==> src/rtl/rf_ctrl_pkg.sv <==
// Shared widths, the write-port request record and the starvation FSM states
// used by the register-file write-port scheduler.
package rf_ctrl_pkg;

  localparam int XLEN   = 32;
  localparam int REG_AW = 5;
  localparam int NREG   = 32;

  typedef struct packed {
    logic [REG_AW-1:0] addr;
    logic [XLEN-1:0]   data;
  } wb_req_t;

  typedef enum logic [1:0] {
    IDLE  = 2'd0,
    WAIT  = 2'd1,
    FORCE = 2'd2
  } starve_state_t;

endpackage

==> src/rtl/wb_fifo.sv <==
// Small synchronous FIFO that buffers load returns until the register-file
// write port is free. The head is only visible from the cycle after a push.
module wb_fifo
  import rf_ctrl_pkg::*;
#(
  parameter int DEPTH = 2
) (
  input  logic    clk,
  input  logic    rst_n,
  input  logic    push_i,
  input  wb_req_t push_data_i,
  input  logic    pop_i,
  output wb_req_t head_o,
  output logic    full_o,
  output logic    empty_o
);

  localparam int PW = $clog2(DEPTH);

  wb_req_t       mem_q [DEPTH];
  logic [PW-1:0] wr_q, wr_d;
  logic [PW-1:0] rd_q, rd_d;
  logic [PW:0]   cnt_q, cnt_d;
  logic          do_push, do_pop;

  assign full_o  = (cnt_q == (PW+1)'(DEPTH));
  assign empty_o = (cnt_q == '0);
  assign head_o  = mem_q[rd_q];

  assign do_push = push_i && !full_o;
  assign do_pop  = pop_i && !empty_o;

  always_comb begin
    wr_d  = do_push ? wr_q + PW'(1) : wr_q;
    rd_d  = do_pop  ? rd_q + PW'(1) : rd_q;
    cnt_d = cnt_q + (PW+1)'(do_push) - (PW+1)'(do_pop);
  end

  always_ff @(posedge clk) begin
    if (!rst_n) begin
      wr_q  <= '0;
      rd_q  <= '0;
      cnt_q <= '0;
    end else begin
      wr_q  <= wr_d;
      rd_q  <= rd_d;
      cnt_q <= cnt_d;
    end
  end

  // Storage needs no reset: the counters alone decide what is valid.
  always_ff @(posedge clk) begin
    if (do_push) mem_q[wr_q] <= push_data_i;
  end

endmodule

==> src/rtl/rf_wb_scheduler.sv <==
// Owns the register-file write port: ALU writeback has priority, buffered load
// returns fill idle slots; tracks pending loads and raises decode hazards.
//   state | meaning
//   IDLE  | no buffered return blocked by the ALU
//   WAIT  | head blocked, counting consecutive blocked cycles
//   FORCE | wb_stall asserted, head gets the port this cycle
module rf_wb_scheduler
  import rf_ctrl_pkg::*;
#(
  parameter int LQ_DEPTH   = 2,
  parameter int STARVE_MAX = 4
) (
  input  logic              clk,
  input  logic              rst_n,
  input  logic              alu_wb_valid,
  input  logic [REG_AW-1:0] alu_wb_addr,
  input  logic [XLEN-1:0]   alu_wb_data,
  input  logic              ld_issue_valid,
  input  logic [REG_AW-1:0] ld_issue_addr,
  input  logic              ld_ret_valid,
  output logic              ld_ret_ready,
  input  logic [REG_AW-1:0] ld_ret_addr,
  input  logic [XLEN-1:0]   ld_ret_data,
  input  logic [REG_AW-1:0] rs1_addr,
  input  logic [REG_AW-1:0] rs2_addr,
  input  logic [REG_AW-1:0] rd_addr,
  output logic              hazard_stall,
  output logic              wb_stall,
  output logic              rf_we,
  output logic [REG_AW-1:0] rf_waddr,
  output logic [XLEN-1:0]   rf_wdata,
  output logic [NREG-1:0]   busy,
  output logic              err
);

  localparam int            CW       = $clog2(STARVE_MAX + 1);
  localparam logic [CW-1:0] CNT_LAST = CW'(STARVE_MAX - 1);

  wb_req_t       head, push_req;
  logic          fifo_full, fifo_empty;
  logic          push, pop, blocked;
  logic [NREG-1:0] busy_q, busy_d;
  logic          err_q, err_d;
  starve_state_t state_q, state_d;
  logic [CW-1:0] cnt_q, cnt_d, cnt_inc;
  logic          sel_valid;

  assign ld_ret_ready = !fifo_full;
  assign push         = ld_ret_valid && !fifo_full;
  assign push_req     = '{addr: ld_ret_addr, data: ld_ret_data};
  assign pop          = !alu_wb_valid && !fifo_empty;
  assign blocked      = alu_wb_valid && !fifo_empty;

  wb_fifo #(.DEPTH(LQ_DEPTH)) u_fifo (
    .clk         (clk),
    .rst_n       (rst_n),
    .push_i      (push),
    .push_data_i (push_req),
    .pop_i       (pop),
    .head_o      (head),
    .full_o      (fifo_full),
    .empty_o     (fifo_empty)
  );

  always_comb begin
    sel_valid = 1'b0;
    rf_waddr  = alu_wb_addr;
    rf_wdata  = alu_wb_data;
    if (alu_wb_valid) begin
      sel_valid = 1'b1;
    end else if (!fifo_empty) begin
      sel_valid = 1'b1;
      rf_waddr  = head.addr;
      rf_wdata  = head.data;
    end
    // x0 writes are dropped, and nothing is written while held in reset.
    rf_we = rst_n && sel_valid && (rf_waddr != '0);
  end

  always_comb begin
    busy_d = busy_q;
    if (pop) busy_d[head.addr] = 1'b0;
    if (ld_issue_valid && ld_issue_addr != '0) busy_d[ld_issue_addr] = 1'b1;
    busy_d[0] = 1'b0;

    err_d = err_q
          | (push && ld_ret_addr != '0 && !busy_q[ld_ret_addr])
          | (alu_wb_valid && alu_wb_addr != '0 && busy_q[alu_wb_addr])
          | (state_q == FORCE && alu_wb_valid);
  end

  always_comb begin
    state_d = state_q;
    cnt_d   = cnt_q;
    cnt_inc = cnt_q + CW'(1);
    unique case (state_q)
      IDLE, WAIT: begin
        if (blocked) begin
          cnt_d   = cnt_inc;
          state_d = (cnt_inc >= CNT_LAST) ? FORCE : WAIT;
        end else begin
          cnt_d   = '0;
          state_d = IDLE;
        end
      end
      FORCE: begin
        if (!alu_wb_valid) begin
          cnt_d   = '0;
          state_d = IDLE;
        end
      end
      default: begin
        cnt_d   = '0;
        state_d = IDLE;
      end
    endcase
  end

  always_ff @(posedge clk) begin
    if (!rst_n) begin
      busy_q  <= '0;
      err_q   <= 1'b0;
      state_q <= IDLE;
      cnt_q   <= '0;
    end else begin
      busy_q  <= busy_d;
      err_q   <= err_d;
      state_q <= state_d;
      cnt_q   <= cnt_d;
    end
  end

  assign hazard_stall = busy_q[rs1_addr] | busy_q[rs2_addr] | busy_q[rd_addr];
  assign wb_stall     = (state_q == FORCE);
  assign busy         = busy_q;
  assign err          = err_q;

endmodule

==> config.mk <==
export PLATFORM = sky130hd
export DESIGN_NAME = rf_wb_scheduler
export DESIGN_NICKNAME = d
export VERILOG_FILES = /design/src/rtl/rf_ctrl_pkg.sv /design/src/rtl/wb_fifo.sv /design/src/rtl/rf_wb_scheduler.sv
export SDC_FILE = /design/constraint.sdc
export NUM_CORES = 1
export LEC_CHECK = 0
export BUFFER_PORTS_ARGS = -buffer_cell sky130_fd_sc_hd__buf_2
export CORE_MARGIN = 2
export CORE_UTILIZATION = 45
export DETAILED_ROUTE_END_ITERATION = 10
export PLACE_DENSITY_LB_ADDON = 0.2
export SYNTH_ARGS = -nofsm -noshare
export SYNTH_HDL_FRONTEND = slang
export SYNTH_SLANG_ARGS = --single-unit
==> constraint.sdc <==
create_clock -name clk -period 2.5 [get_ports clk]
set_input_delay 0.125 -clock clk [delete_from_list [all_inputs] [get_ports clk]]
set_output_delay 0.125 -clock clk [all_outputs]
set_load 0.02 [all_outputs]
### Word level (Yosys, flattened, before mapping)

Memories as Yosys holds them, arrays and structs flattened. A register that Yosys moved wholly into a read port is not among the register bits.
Index checks and enable logic that the tools add are counted.

| word-level totals | value |
|---|---|
| flip-flop bits (word level) | 42 |
| memory bits (writable) | 74 |
| output and inout port bits | 74 |
| memories kept | 1 |

Memory list:

| name | words | bits a word | read ports | clocked after memory_dff | wr ports | line | RTL |
|---|---|---|---|---|---|---|---|
| u_fifo.mem_q | 2 | 37 | 1 | 1 | 1 | wb_fifo.sv:20 | `wb_req_t mem_q [DEPTH];` |

| operators by class | value |
|---|---|
| bitwise logic cells | 8 |
| $lt $le $gt $ge | 10 |
| mux-type cells | 33 |
| reductions and logical operators | 26 |
| equal/unequal tests | 4 |
| add/sub/neg operators | 5 |

Operators with widths:

| operator | number |
|---|---|
| 32-bit 2-to-1 mux | 4 |
| 5-bit by 6-bit less-than comparator with 1-bit output, second input constant | 7 |
| 32-bit bitwise AND | 1 |
| 32-bit NOT | 1 |
| 32-bit OR | 1 |
| 1-bit binary-select mux with 5-bit select | 5 |
| 5-bit nonzero test | 4 |
| 1-bit logical AND | 15 |
| 1-bit 2-to-1 mux | 13 |
| 1-bit demux with 5-bit select | 2 |
| 5-bit by 1-bit >= comparator with 1-bit output, second input constant | 2 |
| 5-bit 2-to-1 mux | 2 |
| 2-bit 2-to-1 mux | 3 |
| 3-bit 2-to-1 mux | 2 |
| 3-bit one-hot mux with 2 select lines | 1 |
| 1-bit OR | 5 |
| 2-bit equality test, second input constant | 2 |
| 1-bit logical NOT | 4 |
| 2-bit logical NOT | 2 |
| 2-bit one-hot mux with 2 select lines | 1 |
| 3-bit by 1-bit adder with 3-bit output, second input constant | 1 |
| 3-bit by 2-bit >= comparator with 1-bit output, second input constant | 1 |
| 1-bit adder, second input constant | 2 |
| 2-bit by 1-bit adder with 2-bit output | 1 |
| 4 further kinds | 4 |

### Longest topological paths before layout

Gate-level depths: netlist (run 1).

| logic depth | value |
|---|---|
| word-level depth | 9 |
| mapped depth | 9 |
| gate-level depth less buffers | 8 |

### Hierarchy

A second synthesis (run 1) with hierarchy kept.

| second synthesis, totals | value |
|---|---|
| cell total of the unflattened synthesis | 497 |
| area, all modules | 6431.2 um^2 |

By module, submodules not included:

| module | times used | seq. area each (um^2) | area each (um^2) | cells an instance |
|---|---|---|---|---|
| rf_wb_scheduler | 1 | 740.7 | 3374.5 | 355 |
| wb_fifo | 1 | 2322.2 | 3056.7 | 142 |

### Worst setup path after synthesis (run 1)

Ideal clock, no wire load.

| timing | value |
|---|---|
| kind | reg2reg |
| start | reg u_fifo.cnt_q[0] |
| end | mem u_fifo.mem_q[0][0] (netlist name), enable pin |
| data required time | 2.069 ns |
| arrival time | 2.357 ns |
| stages on the path, launching flop included | 4 |
| slack | -0.288 ns |
| buffers on the path | 0 |
| path through | dfxtp_1 nand2b_1 nand2_1 nor2_1 |

| between the ends | value |
|---|---|
| word-level cells in the longest chain between the ends | 6 |

RTL lines:

| item | line | RTL |
|---|---|---|
| start, declared | wb_fifo.sv:23 | `logic [PW:0] cnt_q, cnt_d;` |
| start signal, assigned | wb_fifo.sv:47 | `cnt_q <= cnt_d;` |
| 2-bit equality test (*) | wb_fifo.sv:26 | `assign full_o = (cnt_q == (PW+1)'(DEPTH));` |
| 1-bit logical NOT (*) | - |  |
| net ld_ret_ready | rf_wb_scheduler.sv:21 | `output logic ld_ret_ready,` |
| 1-bit logical AND | rf_wb_scheduler.sv:49 | `assign push = ld_ret_valid && !fifo_full;` |
| 1-bit logical AND (*) | wb_fifo.sv:30 | `assign do_push = push_i && !full_o;` |
| 1-bit 2-to-1 mux (*) | wb_fifo.sv:53 | `if (do_push) mem_q[wr_q] <= push_data_i;` |
| 1-bit 2-to-1 mux (not written as such) (*) | wb_fifo.sv:53 |  |
| end, declared | wb_fifo.sv:20 |  |

Mark *: on every way through the listed nets, which the timed path passes. The rest lies on a longest branch.

### Worst setup path after layout (run 1)

| timing | value |
|---|---|
| start | reg busy_q[18], in the netlist busy[18] |
| end | out hazard_stall |

| between the ends | value |
|---|---|
| word-level cells in the longest chain between the ends | 4 |
| elaborated cells between the ends (all ways) | 8 |
| those cells by class | 6 x mux; 2 x bitwise |

RTL lines:

| item | line | RTL |
|---|---|---|
| start, declared | rf_wb_scheduler.sv:42 | `logic [NREG-1:0] busy_q, busy_d;` |
| start signal, assigned | rf_wb_scheduler.sv:126 | `busy_q <= busy_d;` |
| 1-bit binary-select mux with 5-bit select | rf_wb_scheduler.sv:133 | `assign hazard_stall = busy_q[rs1_addr] \| busy_q[rs2_addr] \| busy_q[rd_addr];` |
| 1-bit 2-to-1 mux (not written as such) | rf_wb_scheduler.sv:133 |  |
| 1-bit OR | rf_wb_scheduler.sv:133 |  |
| 1-bit OR (*) | rf_wb_scheduler.sv:133 |  |
| end, declared | rf_wb_scheduler.sv:27 | `output logic hazard_stall,` |

Mark *: on every way between the ends. The rest lies on a longest branch, timed or not. The select of a mux whose other input is x is not followed.

==> flow_results.xml, run 1 <==
<?xml version="1.0" encoding="UTF-8"?>
<metrics>
  <group name="floorplanning">
    <metric name="design.die.area" unit="sq um">14800</metric>
    <metric name="coreArea" unit="sq um">13700</metric>
    <metric name="start_util" unit="">0.455</metric>
    <metric name="die_height" unit="um">122</metric>
    <metric name="die_width" unit="um">122</metric>
    <metric name="boundaryPins" unit="">173</metric>
    <metric name="row_count" unit="">43</metric>
  </group>
  <group name="synthesis">
    <metric name="postSynth.asyncResetShare" unit="">0</metric>
    <metric name="post_syn_instances" unit="">539</metric>
    <metric name="postSynth.topFlopCell" unit="">sky130_fd_sc_hd__edfxtp_1</metric>
    <metric name="post_synth.cell_area_avg" unit="sq um">11.6</metric>
    <metric name="synth_warnings" unit="">0</metric>
    <metric name="mappedNetlistArea" unit="sq um">6240</metric>
    <metric name="synth_enable_flop_cells" unit="">74</metric>
    <metric name="mappedNetlistNets" unit="">642</metric>
    <metric name="synth.ff_latch_count" unit="">116</metric>
    <metric name="yosys.cell_types.count" unit="">48</metric>
    <metric name="synth_sequential_area_ratio" unit="">0.491</metric>
  </group>
  <group name="route">
    <metric name="avgViaCountPerCell" unit="">5.68</metric>
    <metric name="drcViolationCount" unit="">0</metric>
    <metric name="ant_nets" unit="">0</metric>
    <metric name="dr_total_vias" unit="">5285</metric>
    <metric name="wirelength" unit="um">17300</metric>
    <metric name="drt_iter0_markers" unit="">472</metric>
    <metric name="wire_per_inst" unit="um">18.6</metric>
    <metric name="number_of_detailed_routing_iterations_run_before_antenna_repair" unit="">5</metric>
  </group>
  <group name="placed_design">
    <metric name="io_buffer_count" unit="">171</metric>
    <metric name="pre_cts_ws" unit="ns">0.497</metric>
    <metric name="place.detailed.hpwl" unit="um">12200</metric>
    <metric name="placedCellCount" unit="">866</metric>
    <metric name="placement.cell_area" unit="sq um">7280</metric>
    <metric name="place_congestion" unit="">0.880</metric>
  </group>
  <group name="final_layout">
    <metric name="finish.instance_area" unit="sq um">8160</metric>
    <metric name="nNetsFinal" unit="">840</metric>
    <metric name="postLayoutCoreUtil" unit="">0.595</metric>
    <metric name="insertedDiodeCount" unit="">0</metric>
    <metric name="count_of_non_filler_cells_in_the_finished_layout" unit="">930</metric>
    <metric name="syn2layout_area_growth" unit="%">30.8</metric>
    <metric name="fraction_of_layout_cells_with_a_size_suffix_above_1" unit="">0.347</metric>
  </group>
  <group name="critical_path">
    <metric name="rr_startpoint" unit="">u_fifo.cnt_q[1]</metric>
    <metric name="timing.reg2reg.worst_path_depth" unit="">8</metric>
    <metric name="setup.reg_to_reg.worst_slack" unit="ns">0.61</metric>
    <metric name="worstPathCellList" unit="">mux4_1 &gt; mux4_2 &gt; a211oi_2 &gt; o211ai_1 &gt; buf_2</metric>
    <metric name="kind_of_critical_path" unit="">register to output pin</metric>
    <metric name="cp.arrival" unit="ns">2.29</metric>
    <metric name="startpoint_type" unit="">register</metric>
    <metric name="end_kind" unit="">output pin</metric>
    <metric name="reg2reg_to" unit="">u_fifo.cnt_q[1]</metric>
    <metric name="crit_fanout" unit="">7</metric>
    <metric name="crit_path_max_incr_delay" unit="ns">0.52</metric>
    <metric name="critical-path-slowest-cell" unit="">sky130_fd_sc_hd__mux4_1</metric>
    <metric name="worst_ep_required_time" unit="ns">2.38</metric>
  </group>
  <group name="power_and_ir_drop">
    <metric name="static-leakage-power" unit="nW">3.25</metric>
    <metric name="irDropWorstVdd" unit="V">0.000427</metric>
    <metric name="power_density" unit="nW/um^2">787</metric>
  </group>
  <group name="clocking">
    <metric name="cts.sinks" unit="">116</metric>
    <metric name="root_buffer" unit="">sky130_fd_sc_hd__clkbuf_16</metric>
    <metric name="insertion_delay" unit="ns">0.41</metric>
    <metric name="cts_tree" unit="">built</metric>
    <metric name="post-cts-setup-buffers" unit="">0</metric>
    <metric name="clk_pin_slew" unit="ns">0.06</metric>
    <metric name="cts-root-to-sink-buffers" unit="">2</metric>
    <metric name="cts_htree_levels" unit="">4</metric>
    <metric name="cts_inserted_buffers" unit="">17</metric>
  </group>
  <group name="global_route">
    <metric name="grt_max_degree" unit="">74</metric>
    <metric name="antenna_violations_before_repair" unit="">0</metric>
    <metric name="global_route.overflow_total" unit="">0</metric>
    <metric name="gr-max-usage-layer" unit="">met2</metric>
    <metric name="first_global_vias" unit="">5000</metric>
    <metric name="total_routing_usage_reported_by_global_routing" unit="">0.235</metric>
    <metric name="grtUsageMet1" unit="">0.309</metric>
    <metric name="wire_length_of_the_first_global_routing_pass" unit="um">26400</metric>
    <metric name="globalRouteMet2Util" unit="">0.365</metric>
    <metric name="gr-usage-met3" unit="">0.0721</metric>
  </group>
  <group name="timing">
    <metric name="final.period_utilization" unit="">0.968</metric>
    <metric name="max-slew-margin-rel" unit="">0.472</metric>
    <metric name="tightest_pin_transition" unit="ns">0.790</metric>
    <metric name="fmaxAchievable" unit="MHz">413</metric>
    <metric name="timing.final.crit_period" unit="ns">2.42</metric>
    <metric name="post-route-worst-setup-slack" unit="ns">0.0812</metric>
    <metric name="max_slew_vio_count" unit="">0</metric>
    <metric name="setup-tns-final" unit="ns">0</metric>
    <metric name="finalSetupViolCount" unit="">0</metric>
    <metric name="report.final.hold_viol_count" unit="">0</metric>
    <metric name="clock_tree_skew_after_final_layout" unit="ns">0.00982</metric>
    <metric name="grt_setup_unrepaired" unit="">false</metric>
  </group>
  <group name="worst_hold_path">
    <metric name="hold_path.class" unit="">primary input to register</metric>
    <metric name="hold_path_depth" unit="">1</metric>
    <metric name="min_delay_worst_endpoint" unit="">u_fifo.mem_q[0][35]</metric>
    <metric name="hold_start" unit="">ld_ret_addr[3]</metric>
  </group>
  <group name="flow_run">
    <metric name="timing.max_cap.violations" unit="">0</metric>
  </group>
  <group name="run_status">
    <metric name="outcome" unit="">complete, no violations</metric>
  </group>
</metrics>
where the power goes:
part           total [mW]  switching [mW]  internal [mW]
clock                2.21           0.928           1.29
sequential           2.44           0.130           2.31
combinational        1.76            1.09          0.676
worst max path at each step:
stage,from,end,slack (ns)
2_1_floorplan,u_fifo.cnt_q[0],u_fifo.mem_q[0][0],0.32
3_3_place_gp,rs1_addr[0],hazard_stall,0.51
3_5_place_dp,busy[17],hazard_stall,0.50
4_1_cts,busy[17],hazard_stall,0.04
5_1_grt,busy[27],hazard_stall,0.005
6_report,busy[18],hazard_stall,0.08
through the flow:
step,hold slack [ns],power [mW]
after floorplan,0.224,3.60
final,0.0213,6.42
after global routing,0.0282,6.73
after global placement,0.312,4.14
after detailed placement,0.316,4.20
after CTS,0.00452,6.46
placed cells by master, fill, tap and decap left out, types with 3 or more instances in the layout:
cell                            instances
sky130_fd_sc_hd__buf_2                171
sky130_fd_sc_hd__nand2_1               84
sky130_fd_sc_hd__o21ai_0               75
sky130_fd_sc_hd__edfxtp_1              74
sky130_fd_sc_hd__mux2i_1               46
sky130_fd_sc_hd__dfxtp_1               35
sky130_fd_sc_hd__a21boi_0              32
sky130_fd_sc_hd__dlygate4sd3_1         32
sky130_fd_sc_hd__mux4_2                31
sky130_fd_sc_hd__clkbuf_16             17
sky130_fd_sc_hd__nor2_1                16
sky130_fd_sc_hd__inv_1                  9
sky130_fd_sc_hd__nor3_1                 9
sky130_fd_sc_hd__nor2b_1                8
sky130_fd_sc_hd__mux4_1                 7
sky130_fd_sc_hd__dfxtp_2                7
sky130_fd_sc_hd__nand2b_1               6
sky130_fd_sc_hd__and2_1                 6
sky130_fd_sc_hd__nand3_1                6
sky130_fd_sc_hd__buf_4                  6
sky130_fd_sc_hd__mux2_2                 5
sky130_fd_sc_hd__inv_6                  5
sky130_fd_sc_hd__xnor2_1                4
sky130_fd_sc_hd__nor4_1                 4
sky130_fd_sc_hd__ha_1                   4
sky130_fd_sc_hd__clkinv_4               4
sky130_fd_sc_hd__o22ai_1                3
sky130_fd_sc_hd__or3_1                  3
sky130_fd_sc_hd__a21oi_1                3
sky130_fd_sc_hd__clkinvlp_4             3
worst max-delay path, delay by kind of cell (launching register included):
| kind | cells | cell delay, ns |
|---|---|---|
| muxes | 2 | 1.01 |
| DFF | 1 | 0.38 |
| buffers and inverters | 1 | 0.17 |
| AOI/OAI and AO/OA | 2 | 0.34 |
registers in the layout (all words and copies together), names as in the netlist, named ones only:
name,flops
busy,31
cnt_q,3
err,1
state_q,2
u_fifo.cnt_q,2
u_fifo.mem_q,74
u_fifo.rd_q,1
u_fifo.wr_q,1
synthesized netlist by cell type, types with 2 or more instances:
cell                       count  share of area
sky130_fd_sc_hd__inv_1         9         0.0054
sky130_fd_sc_hd__nand2_1      84          0.051
sky130_fd_sc_hd__mux4_1        7          0.029
sky130_fd_sc_hd__buf_6         2         0.0036
sky130_fd_sc_hd__and2_1        6         0.0060
sky130_fd_sc_hd__nand3_1       6         0.0048
sky130_fd_sc_hd__ha_1          4         0.0080
sky130_fd_sc_hd__buf_1         4         0.0024
sky130_fd_sc_hd__nor2b_1       8         0.0080
sky130_fd_sc_hd__a31oi_1       2         0.0020
sky130_fd_sc_hd__clkbuf_1     14         0.0084
sky130_fd_sc_hd__mux4_2       31           0.11
sky130_fd_sc_hd__xnor2_1       4         0.0056
sky130_fd_sc_hd__mux2i_1      47          0.075
sky130_fd_sc_hd__a21boi_0     32          0.039
sky130_fd_sc_hd__nor4_1        4         0.0040
sky130_fd_sc_hd__o22ai_1       3         0.0030
sky130_fd_sc_hd__nor3_1        9         0.0072
sky130_fd_sc_hd__or3_1         3         0.0030
sky130_fd_sc_hd__edfxtp_1     74           0.36
sky130_fd_sc_hd__nand2b_1      6         0.0060
sky130_fd_sc_hd__a221oi_1      2         0.0028
sky130_fd_sc_hd__o31ai_1       2         0.0024
sky130_fd_sc_hd__mux2_2        5         0.0090
sky130_fd_sc_hd__buf_2        12         0.0096
sky130_fd_sc_hd__a21oi_1       3         0.0024
sky130_fd_sc_hd__nor3b_1       2         0.0024
sky130_fd_sc_hd__dfxtp_1      42           0.13
sky130_fd_sc_hd__o21ai_0      75          0.060
sky130_fd_sc_hd__nand3b_1      2         0.0024
sky130_fd_sc_hd__nor2_1       17          0.010
sky130_fd_sc_hd__and3b_1       2         0.0028
cells by family after synthesis:
kind of cell	after synthesis	share of synthesized area
multiplexers	90	0.226
AO/OA/AOI/OAI	128	0.125
AND/OR/NAND/NOR	152	0.112
adder cells (fa/ha/maj)	4	0.00802
flip-flops	116	0.491
other	1	0.000601
XOR/XNOR	5	0.00702
buffers and inverters	43	0.0313
layout make-up:
type,instances,area (sq um)
inverter,10,37.5
fill,1134,5560
timing repair buffer,212,1270
clock inverter,15,123
clock buffer,17,425
multi-input combinational,380,3000
tap,180,225
sequential,116,3070
metal layers:
metal	vias up	share of wire
met5	-	0
met4	0	0.022
met3	29	0.084
met2	244	0.47
met1	2573	0.42
li1	2439	-
timing repair:
action | in CTS | in global routing
endpoints found under the hold margin | 64 | 0
setup endpoints to repair | 0 | 2
resized for setup | 0 | 9
hold buffers | 32 | 0
(Power assumes the default switching activity.)
==> run 2: changes to the inputs <==
- ABC_AREA: unset -> 1
==> run 2 against run 1 <==
  * Clock skew is 0.0041 ns lower
  * Non-clock buffer count shrank 1
  * Critical path type unchanged
  * Worst setup slack improved by 0.25 ns
  * Utilization decreased by 0.95 points
  * Largest power group is now the clock network
  * Highest routed layer unchanged
  * Register-to-register slack better by 0.18 ns
  * Hold slack got worse by 0.011 ns
  * First-iteration DRC count is 9.1% higher
==> flow_results.xml, run 2 <==
<?xml version="1.0" encoding="UTF-8"?>
<metrics>
  <group name="power_and_ir_drop">
    <metric name="total_power" unit="mW">6.53</metric>
    <metric name="static-leakage-power" unit="nW">3.74</metric>
    <metric name="power_density" unit="nW/um^2">777</metric>
    <metric name="irDropWorstVdd" unit="V">0.000435</metric>
  </group>
  <group name="timing">
    <metric name="setup-tns-final" unit="ns">0</metric>
    <metric name="clock_tree_skew_after_final_layout" unit="ns">0.00573</metric>
    <metric name="tightest_pin_transition" unit="ns">0.665</metric>
    <metric name="fmaxAchievable" unit="MHz">461</metric>
    <metric name="report.final.hold_viol_count" unit="">0</metric>
    <metric name="finalSetupViolCount" unit="">0</metric>
    <metric name="max_slew_vio_count" unit="">0</metric>
    <metric name="final.period_utilization" unit="">0.868</metric>
    <metric name="timing.final.crit_period" unit="ns">2.17</metric>
    <metric name="grt_setup_unrepaired" unit="">false</metric>
    <metric name="max-slew-margin-rel" unit="">0.555</metric>
  </group>
  <group name="synthesis">
    <metric name="synth_top_area_share" unit="">0.340</metric>
    <metric name="post_syn_instances" unit="">858</metric>
    <metric name="mappedNetlistNets" unit="">961</metric>
    <metric name="synth_warnings" unit="">0</metric>
    <metric name="synth_enable_flop_cells" unit="">74</metric>
    <metric name="synth_top_area_cell" unit="">sky130_fd_sc_hd__edfxtp_1</metric>
    <metric name="post_synth.cell_area_avg" unit="sq um">7.61</metric>
    <metric name="mappedNetlistArea" unit="sq um">6530</metric>
    <metric name="synth.top_cells.by_area" unit="">sky130_fd_sc_hd__edfxtp_1 (34%), sky130_fd_sc_hd__dfxtp_1 (13%), sky130_fd_sc_hd__nand2_1 (11%)</metric>
    <metric name="postSynth.asyncResetShare" unit="">0</metric>
    <metric name="synth.ff_latch_count" unit="">116</metric>
    <metric name="synth_sequential_area_ratio" unit="">0.469</metric>
    <metric name="postSynth.topFlopCell" unit="">sky130_fd_sc_hd__edfxtp_1</metric>
    <metric name="yosys.cell_types.count" unit="">39</metric>
    <metric name="synth.top_cells.by_count" unit="">sky130_fd_sc_hd__nand2_1 (192), sky130_fd_sc_hd__inv_1 (96), sky130_fd_sc_hd__nand3_1 (84)</metric>
    <metric name="synth.most_common_cell" unit="">sky130_fd_sc_hd__nand2_1</metric>
  </group>
  <group name="route">
    <metric name="number_of_detailed_routing_iterations_run_before_antenna_repair" unit="">7</metric>
    <metric name="ant_nets" unit="">0</metric>
    <metric name="drt_iter0_markers" unit="">515</metric>
    <metric name="avgViaCountPerCell" unit="">5.23</metric>
    <metric name="wirelength" unit="um">18900</metric>
    <metric name="dr_total_vias" unit="">6495</metric>
    <metric name="wire_per_inst" unit="um">15.2</metric>
    <metric name="drcViolationCount" unit="">0</metric>
  </group>
  <group name="global_route">
    <metric name="global_route.overflow_total" unit="">0</metric>
    <metric name="grt_max_degree" unit="">65</metric>
    <metric name="wire_length_of_the_first_global_routing_pass" unit="um">29500</metric>
    <metric name="total_routing_usage_reported_by_global_routing" unit="">0.241</metric>
    <metric name="first_global_vias" unit="">5804</metric>
    <metric name="antenna_violations_before_repair" unit="">0</metric>
  </group>
  <group name="worst_hold_path">
    <metric name="hold_path.class" unit="">primary input to register</metric>
  </group>
  <group name="critical_path">
    <metric name="crit_path_max_incr_delay" unit="ns">0.34</metric>
    <metric name="cp.arrival" unit="ns">2.04</metric>
    <metric name="worst_ep_required_time" unit="ns">2.38</metric>
    <metric name="critical_path.most_common_cell" unit="">sky130_fd_sc_hd__nor2_1</metric>
    <metric name="timing.reg2reg.worst_path_depth" unit="">9</metric>
    <metric name="setup.reg_to_reg.worst_slack" unit="ns">0.79</metric>
    <metric name="rr_startpoint" unit="">u_fifo.cnt_q[1]</metric>
    <metric name="reg2reg_to" unit="">u_fifo.cnt_q[1]</metric>
    <metric name="worstPathCellList" unit="">nor2_1 &gt; nor2_1 &gt; buf_4 &gt; inv_2 &gt; buf_6 &gt; nand2_1 &gt; o21ai_1 &gt; buf_2</metric>
    <metric name="critical-path-slowest-cell" unit="">sky130_fd_sc_hd__buf_6</metric>
    <metric name="crit_path_start" unit="">u_fifo.cnt_q[1]</metric>
    <metric name="startpoint_type" unit="">register</metric>
    <metric name="cp-endpoint" unit="">rf_wdata[13]</metric>
    <metric name="kind_of_critical_path" unit="">register to output pin</metric>
    <metric name="crit_fanout" unit="">64</metric>
    <metric name="end_kind" unit="">output pin</metric>
  </group>
  <group name="final_layout">
    <metric name="top_register" unit="">u_fifo.mem_q</metric>
    <metric name="insertedDiodeCount" unit="">0</metric>
    <metric name="largest_register_ffs" unit="">74</metric>
    <metric name="syn2layout_area_growth" unit="%">28.8</metric>
    <metric name="filler_cell_count" unit="">1353</metric>
    <metric name="fraction_of_layout_cells_with_a_size_suffix_above_1" unit="">0.232</metric>
    <metric name="final_cell_mix" unit="">sky130_fd_sc_hd__nand2_1 (192), sky130_fd_sc_hd__buf_2 (171), sky130_fd_sc_hd__inv_1 (96)</metric>
    <metric name="nNetsFinal" unit="">1150</metric>
    <metric name="most_common_cell_after_layout_fill_and_taps_aside" unit="">sky130_fd_sc_hd__nand2_1</metric>
  </group>
  <group name="clocking">
    <metric name="cts_tree" unit="">built</metric>
    <metric name="root_buffer" unit="">sky130_fd_sc_hd__clkbuf_16</metric>
    <metric name="cts_htree_levels" unit="">4</metric>
    <metric name="insertion_delay" unit="ns">0.42</metric>
    <metric name="cts.sinks" unit="">116</metric>
    <metric name="cts_inserted_buffers" unit="">17</metric>
    <metric name="cts-root-to-sink-buffers" unit="">2</metric>
    <metric name="clk_pin_slew" unit="ns">0.05</metric>
    <metric name="post-cts-setup-buffers" unit="">0</metric>
  </group>
  <group name="floorplanning">
    <metric name="row_count" unit="">44</metric>
    <metric name="start_util" unit="">0.454</metric>
    <metric name="coreArea" unit="sq um">14400</metric>
    <metric name="die_height" unit="um">124</metric>
    <metric name="boundaryPins" unit="">173</metric>
    <metric name="design.die.area" unit="sq um">15500</metric>
    <metric name="die_width" unit="um">124</metric>
  </group>
  <group name="placed_design">
    <metric name="place_congestion" unit="">1.00</metric>
    <metric name="io_buffer_count" unit="">171</metric>
    <metric name="place.detailed.hpwl" unit="um">13500</metric>
  </group>
  <group name="run_status">
    <metric name="outcome" unit="">complete, no violations</metric>
  </group>
  <group name="flow_run">
    <metric name="timing.max_cap.violations" unit="">0</metric>
  </group>
</metrics>
==> run 2: where the power goes <==
| part | internal, mW | switching, mW | total, mW | leakage [nW] |
|---|---|---|---|---|
| clock network | 1.56 | 0.848 | 2.41 | 0.279 |
| logic | 0.565 | 1.20 | 1.77 | 2.43 |
| registers | 2.27 | 0.0846 | 2.36 | 1.03 |
| total | 4.40 | 2.13 | 6.53 | 3.74 |
==> run 2: cell type report <==
class                           count  area, sq um  share of cell area
Tap cell                          184          230              0.0274
Inverter                          119          452              0.0537
Clock buffer                       19          433              0.0515
Timing Repair Buffer              211         1260               0.149
Clock inverter                     12          156              0.0186
Multi-Input combinational cell    582         2820               0.335
Sequential cell                   116         3060               0.364
==> run 2: how the worst min path moves through the flow <==
stage | start | end | slack [ns] | cells after the start
floorplan | ld_ret_data[0] | u_fifo.mem_q[0][0] | 0.22 | 0
global placement | ld_ret_data[21] | u_fifo.mem_q[1][21] | 0.31 | 1
detailed placement | ld_ret_data[18] | u_fifo.mem_q[0][18] | 0.32 | 1
CTS | rst_n | u_fifo.cnt_q[0] | 0.0002 | 3
global route | ld_ret_addr[2] | u_fifo.mem_q[0][34] | 0.02 | 1
finish | rst_n | u_fifo.cnt_q[0] | 0.01 | 3
==> run 2: kinds of logic (layout without fill, tap and decap cells) <==
group | Yosys count | count (layout) | synth area share
AOI/OAI and AO/OA | 255 | 255 | 0.203
xor gates and xnor gates | 2 | 2 | 0.00268
adders and majority gates | 4 | 4 | 0.00766
buffers and inverters | 160 | 361 | 0.102
DFF | 116 | 116 | 0.469
muxes | 1 | 1 | 0.00153
other | 1 | 1 | 0.000574
and+or+nand+nor | 319 | 319 | 0.214
==> run 2: critical path: cells and delay by family, from the launching register on <==
family | cells | cell delay [ns]
buffers and inverters | 4 | 0.78
AO/OA/AOI/OAI | 1 | 0.09
flip-flops | 1 | 0.33
AND/OR/NAND/NOR | 3 | 0.36
==> run 2: repair_timing <==
| action | 4_1_cts | 5_1_grt |
|---|---|---|
| gates resized for setup | 0 | 1 |
| setup endpoints to repair | 0 | 23 |
| endpoints found under the hold margin | 68 | 0 |
| hold buffers | 34 | 0 |
==> run 2: through the flow <==
step	area [sq um]	setup slack [ns]	hold WS (ns)	utilization	instances
final	8410	0.330	0.0102	0.585	1243
after global routing	8410	0.0708	0.0184	0.585	1243
after CTS	8410	0.214	0.000228	0.585	1243
after detailed placement	7480	0.683	0.317	0.520	1178
after global placement	7480	0.759	0.312	0.520	1178
after floorplan	6540	0.420	0.224	-	858
==> run 2: metal layers <==
metal  GRT usage  vias to the layer above  routed length (um)
met1       0.334                     2888                8120
met2       0.375                      297                8730
met3      0.0554                       26                1760
met4      0.0787                        0                 316
li1            -                     3284                   -
met5           0                        -                   0
==> run 3: changes to the inputs <==
- REMOVE_ABC_BUFFERS: unset -> 1
==> run 3 against run 2 <==
  * Global-route usage rose by 0.83 points
  * Register-to-register slack barely moved
  * Non-clock buffer count rose by 1
  * Power fell by 0.43%
  * Critical path depth did not move
  * Worst setup slack got worse by 0.018 ns
  * Design area fell by 0.15%
  * Wire length rose by 1.6%
==> flow_results.xml, run 3 (synthesis results as in run 2) <==
<?xml version="1.0" encoding="UTF-8"?>
<metrics>
  <group name="worst_hold_path">
    <metric name="hold_path_depth" unit="">3</metric>
    <metric name="min_delay_worst_endpoint" unit="">u_fifo.cnt_q[0]</metric>
    <metric name="hold_start" unit="">rst_n</metric>
    <metric name="hold_path.class" unit="">primary input to register</metric>
  </group>
  <group name="final_layout">
    <metric name="fraction_of_layout_cells_with_a_size_suffix_above_1" unit="">0.236</metric>
    <metric name="syn2layout_area_growth" unit="%">28.6</metric>
    <metric name="largest_register_ffs" unit="">74</metric>
    <metric name="most_common_cell_after_layout_fill_and_taps_aside" unit="">sky130_fd_sc_hd__nand2_1</metric>
    <metric name="final_cell_mix" unit="">sky130_fd_sc_hd__nand2_1 (192), sky130_fd_sc_hd__buf_2 (171), sky130_fd_sc_hd__inv_1 (96)</metric>
    <metric name="insertedDiodeCount" unit="">0</metric>
    <metric name="postLayoutCoreUtil" unit="">0.585</metric>
    <metric name="nNetsFinal" unit="">1151</metric>
    <metric name="top_register" unit="">u_fifo.mem_q</metric>
  </group>
  <group name="clocking">
    <metric name="cts_htree_levels" unit="">4</metric>
    <metric name="cts-root-to-sink-buffers" unit="">2</metric>
    <metric name="cts_tree" unit="">built</metric>
    <metric name="cts_inserted_buffers" unit="">17</metric>
    <metric name="insertion_delay" unit="ns">0.42</metric>
    <metric name="cts.sinks" unit="">116</metric>
    <metric name="root_buffer" unit="">sky130_fd_sc_hd__clkbuf_16</metric>
    <metric name="clk_pin_slew" unit="ns">0.06</metric>
  </group>
  <group name="timing">
    <metric name="final.period_utilization" unit="">0.875</metric>
    <metric name="finalSetupViolCount" unit="">0</metric>
    <metric name="report.final.hold_viol_count" unit="">0</metric>
    <metric name="timing.final.crit_period" unit="ns">2.19</metric>
    <metric name="clock_tree_skew_after_final_layout" unit="ns">0.00748</metric>
    <metric name="grt_setup_unrepaired" unit="">false</metric>
    <metric name="max_slew_vio_count" unit="">0</metric>
    <metric name="post-route-worst-setup-slack" unit="ns">0.312</metric>
    <metric name="fmaxAchievable" unit="MHz">457</metric>
    <metric name="tightest_pin_transition" unit="ns">0.660</metric>
    <metric name="hold_slack" unit="ns">0.0117</metric>
    <metric name="max-slew-margin-rel" unit="">0.558</metric>
  </group>
  <group name="route">
    <metric name="wire_per_inst" unit="um">15.4</metric>
    <metric name="ant_nets" unit="">0</metric>
    <metric name="drt_iter0_markers" unit="">536</metric>
    <metric name="number_of_detailed_routing_iterations_run_before_antenna_repair" unit="">5</metric>
    <metric name="wirelength" unit="um">19200</metric>
    <metric name="drcViolationCount" unit="">0</metric>
    <metric name="avgViaCountPerCell" unit="">5.25</metric>
    <metric name="dr_total_vias" unit="">6538</metric>
  </group>
  <group name="critical_path">
    <metric name="crit_fanout" unit="">25</metric>
    <metric name="reg2reg_to" unit="">u_fifo.cnt_q[1]</metric>
    <metric name="rr_startpoint" unit="">u_fifo.cnt_q[1]</metric>
    <metric name="cp.arrival" unit="ns">2.06</metric>
    <metric name="startpoint_type" unit="">register</metric>
    <metric name="kind_of_critical_path" unit="">register to output pin</metric>
    <metric name="timing.reg2reg.worst_path_depth" unit="">9</metric>
    <metric name="setup.reg_to_reg.worst_slack" unit="ns">0.79</metric>
    <metric name="worst_ep_required_time" unit="ns">2.38</metric>
    <metric name="end_kind" unit="">output pin</metric>
  </group>
  <group name="global_route">
    <metric name="global_route.overflow_total" unit="">0</metric>
    <metric name="first_global_vias" unit="">5978</metric>
    <metric name="grt_max_degree" unit="">65</metric>
    <metric name="total_routing_usage_reported_by_global_routing" unit="">0.249</metric>
    <metric name="antenna_violations_before_repair" unit="">0</metric>
    <metric name="wire_length_of_the_first_global_routing_pass" unit="um">30600</metric>
  </group>
  <group name="placed_design">
    <metric name="place.detailed.hpwl" unit="um">13400</metric>
    <metric name="pre_cts_ws" unit="ns">0.608</metric>
    <metric name="io_buffer_count" unit="">171</metric>
    <metric name="place_congestion" unit="">0.964</metric>
  </group>
  <group name="run_status">
    <metric name="outcome" unit="">complete, no violations</metric>
  </group>
  <group name="floorplanning">
    <metric name="coreArea" unit="sq um">14400</metric>
    <metric name="boundaryPins" unit="">173</metric>
    <metric name="die_width" unit="um">124</metric>
    <metric name="design.die.area" unit="sq um">15500</metric>
    <metric name="row_count" unit="">44</metric>
    <metric name="die_height" unit="um">124</metric>
    <metric name="start_util" unit="">0.454</metric>
  </group>
  <group name="power_and_ir_drop">
    <metric name="total_power" unit="mW">6.50</metric>
    <metric name="irDropWorstVdd" unit="V">0.000484</metric>
    <metric name="static-leakage-power" unit="nW">3.75</metric>
    <metric name="power_density" unit="nW/um^2">774</metric>
  </group>
  <group name="flow_run">
    <metric name="timing.max_cap.violations" unit="">0</metric>
  </group>
</metrics>
[run 3: cell types whose count changed in the layout (fill, tap and decap cells not counted), sizes merged]
cell / change
inv: +2
buf: +1
clkinv: +2
bufinv: -1
clkbuf: -2
[run 3: worst max path at each step]
stage / from / endpoint / slack (ns)
2_1_floorplan: register / rf_we / -0.21
3_3_place_gp: register / rf_we / 0.63
3_5_place_dp: register / rf_we / 0.61
4_1_cts: register / rf_we / 0.15
5_1_grt: register / rf_we / 0.11
6_report: register / rf_we / 0.31
[run 3: area by class of cell]
type / instances / area [sq um]
fill: 1316 / 5970
clock buffer: 17 / 425
clock inverter: 15 / 154
sequential: 116 / 3070
timing repair buffer: 212 / 1250
multi-input combinational: 582 / 2820
inverter: 119 / 452
tap: 184 / 230
[run 3: worst max-delay path, stage by stage (launching register included)]
cell,delay [ns]
sky130_fd_sc_hd__dfxtp_4,0.50
sky130_fd_sc_hd__buf_4,0.23
sky130_fd_sc_hd__nand2_1,0.07
sky130_fd_sc_hd__o21a_2,0.19
sky130_fd_sc_hd__nand2_1,0.08
sky130_fd_sc_hd__o21ai_1,0.08
sky130_fd_sc_hd__nor4_1,0.22
sky130_fd_sc_hd__a21oi_1,0.10
sky130_fd_sc_hd__buf_2,0.17
[run 3: per-stage QoR]
step	TNS (ns)	std cells	cell area, sq um
CTS	0	1245	8390
floorplan	-12.50	817	6320
global placement	0	1179	7470
finish	0	1245	8400
detailed placement	0	1179	7470
global route	0	1245	8400
[run 3: where the power goes]
group          total [mW]  internal [mW]  switching [mW]
clock                2.38           1.47           0.909
sequential           2.38           2.28           0.100
combinational        1.75          0.565            1.19
[run 3: timing repair]
item | CTS | global route
endpoints found under the hold margin | 68 | 0
resized for setup | 0 | 2
hold buffers | 34 | 0
setup endpoints to repair | 0 | 13
setup buffers | 0 | 0
[run 3: metal layers]
layer / vias to the layer above / GRT usage / part of all wire
met5: - / 0 / 0
met3: 36 / 0.0408 / 0.082
met4: 0 / 0.0899 / 0.022
li1: 3286 / - / -
met1: 2913 / 0.348 / 0.44
met2: 303 / 0.393 / 0.45
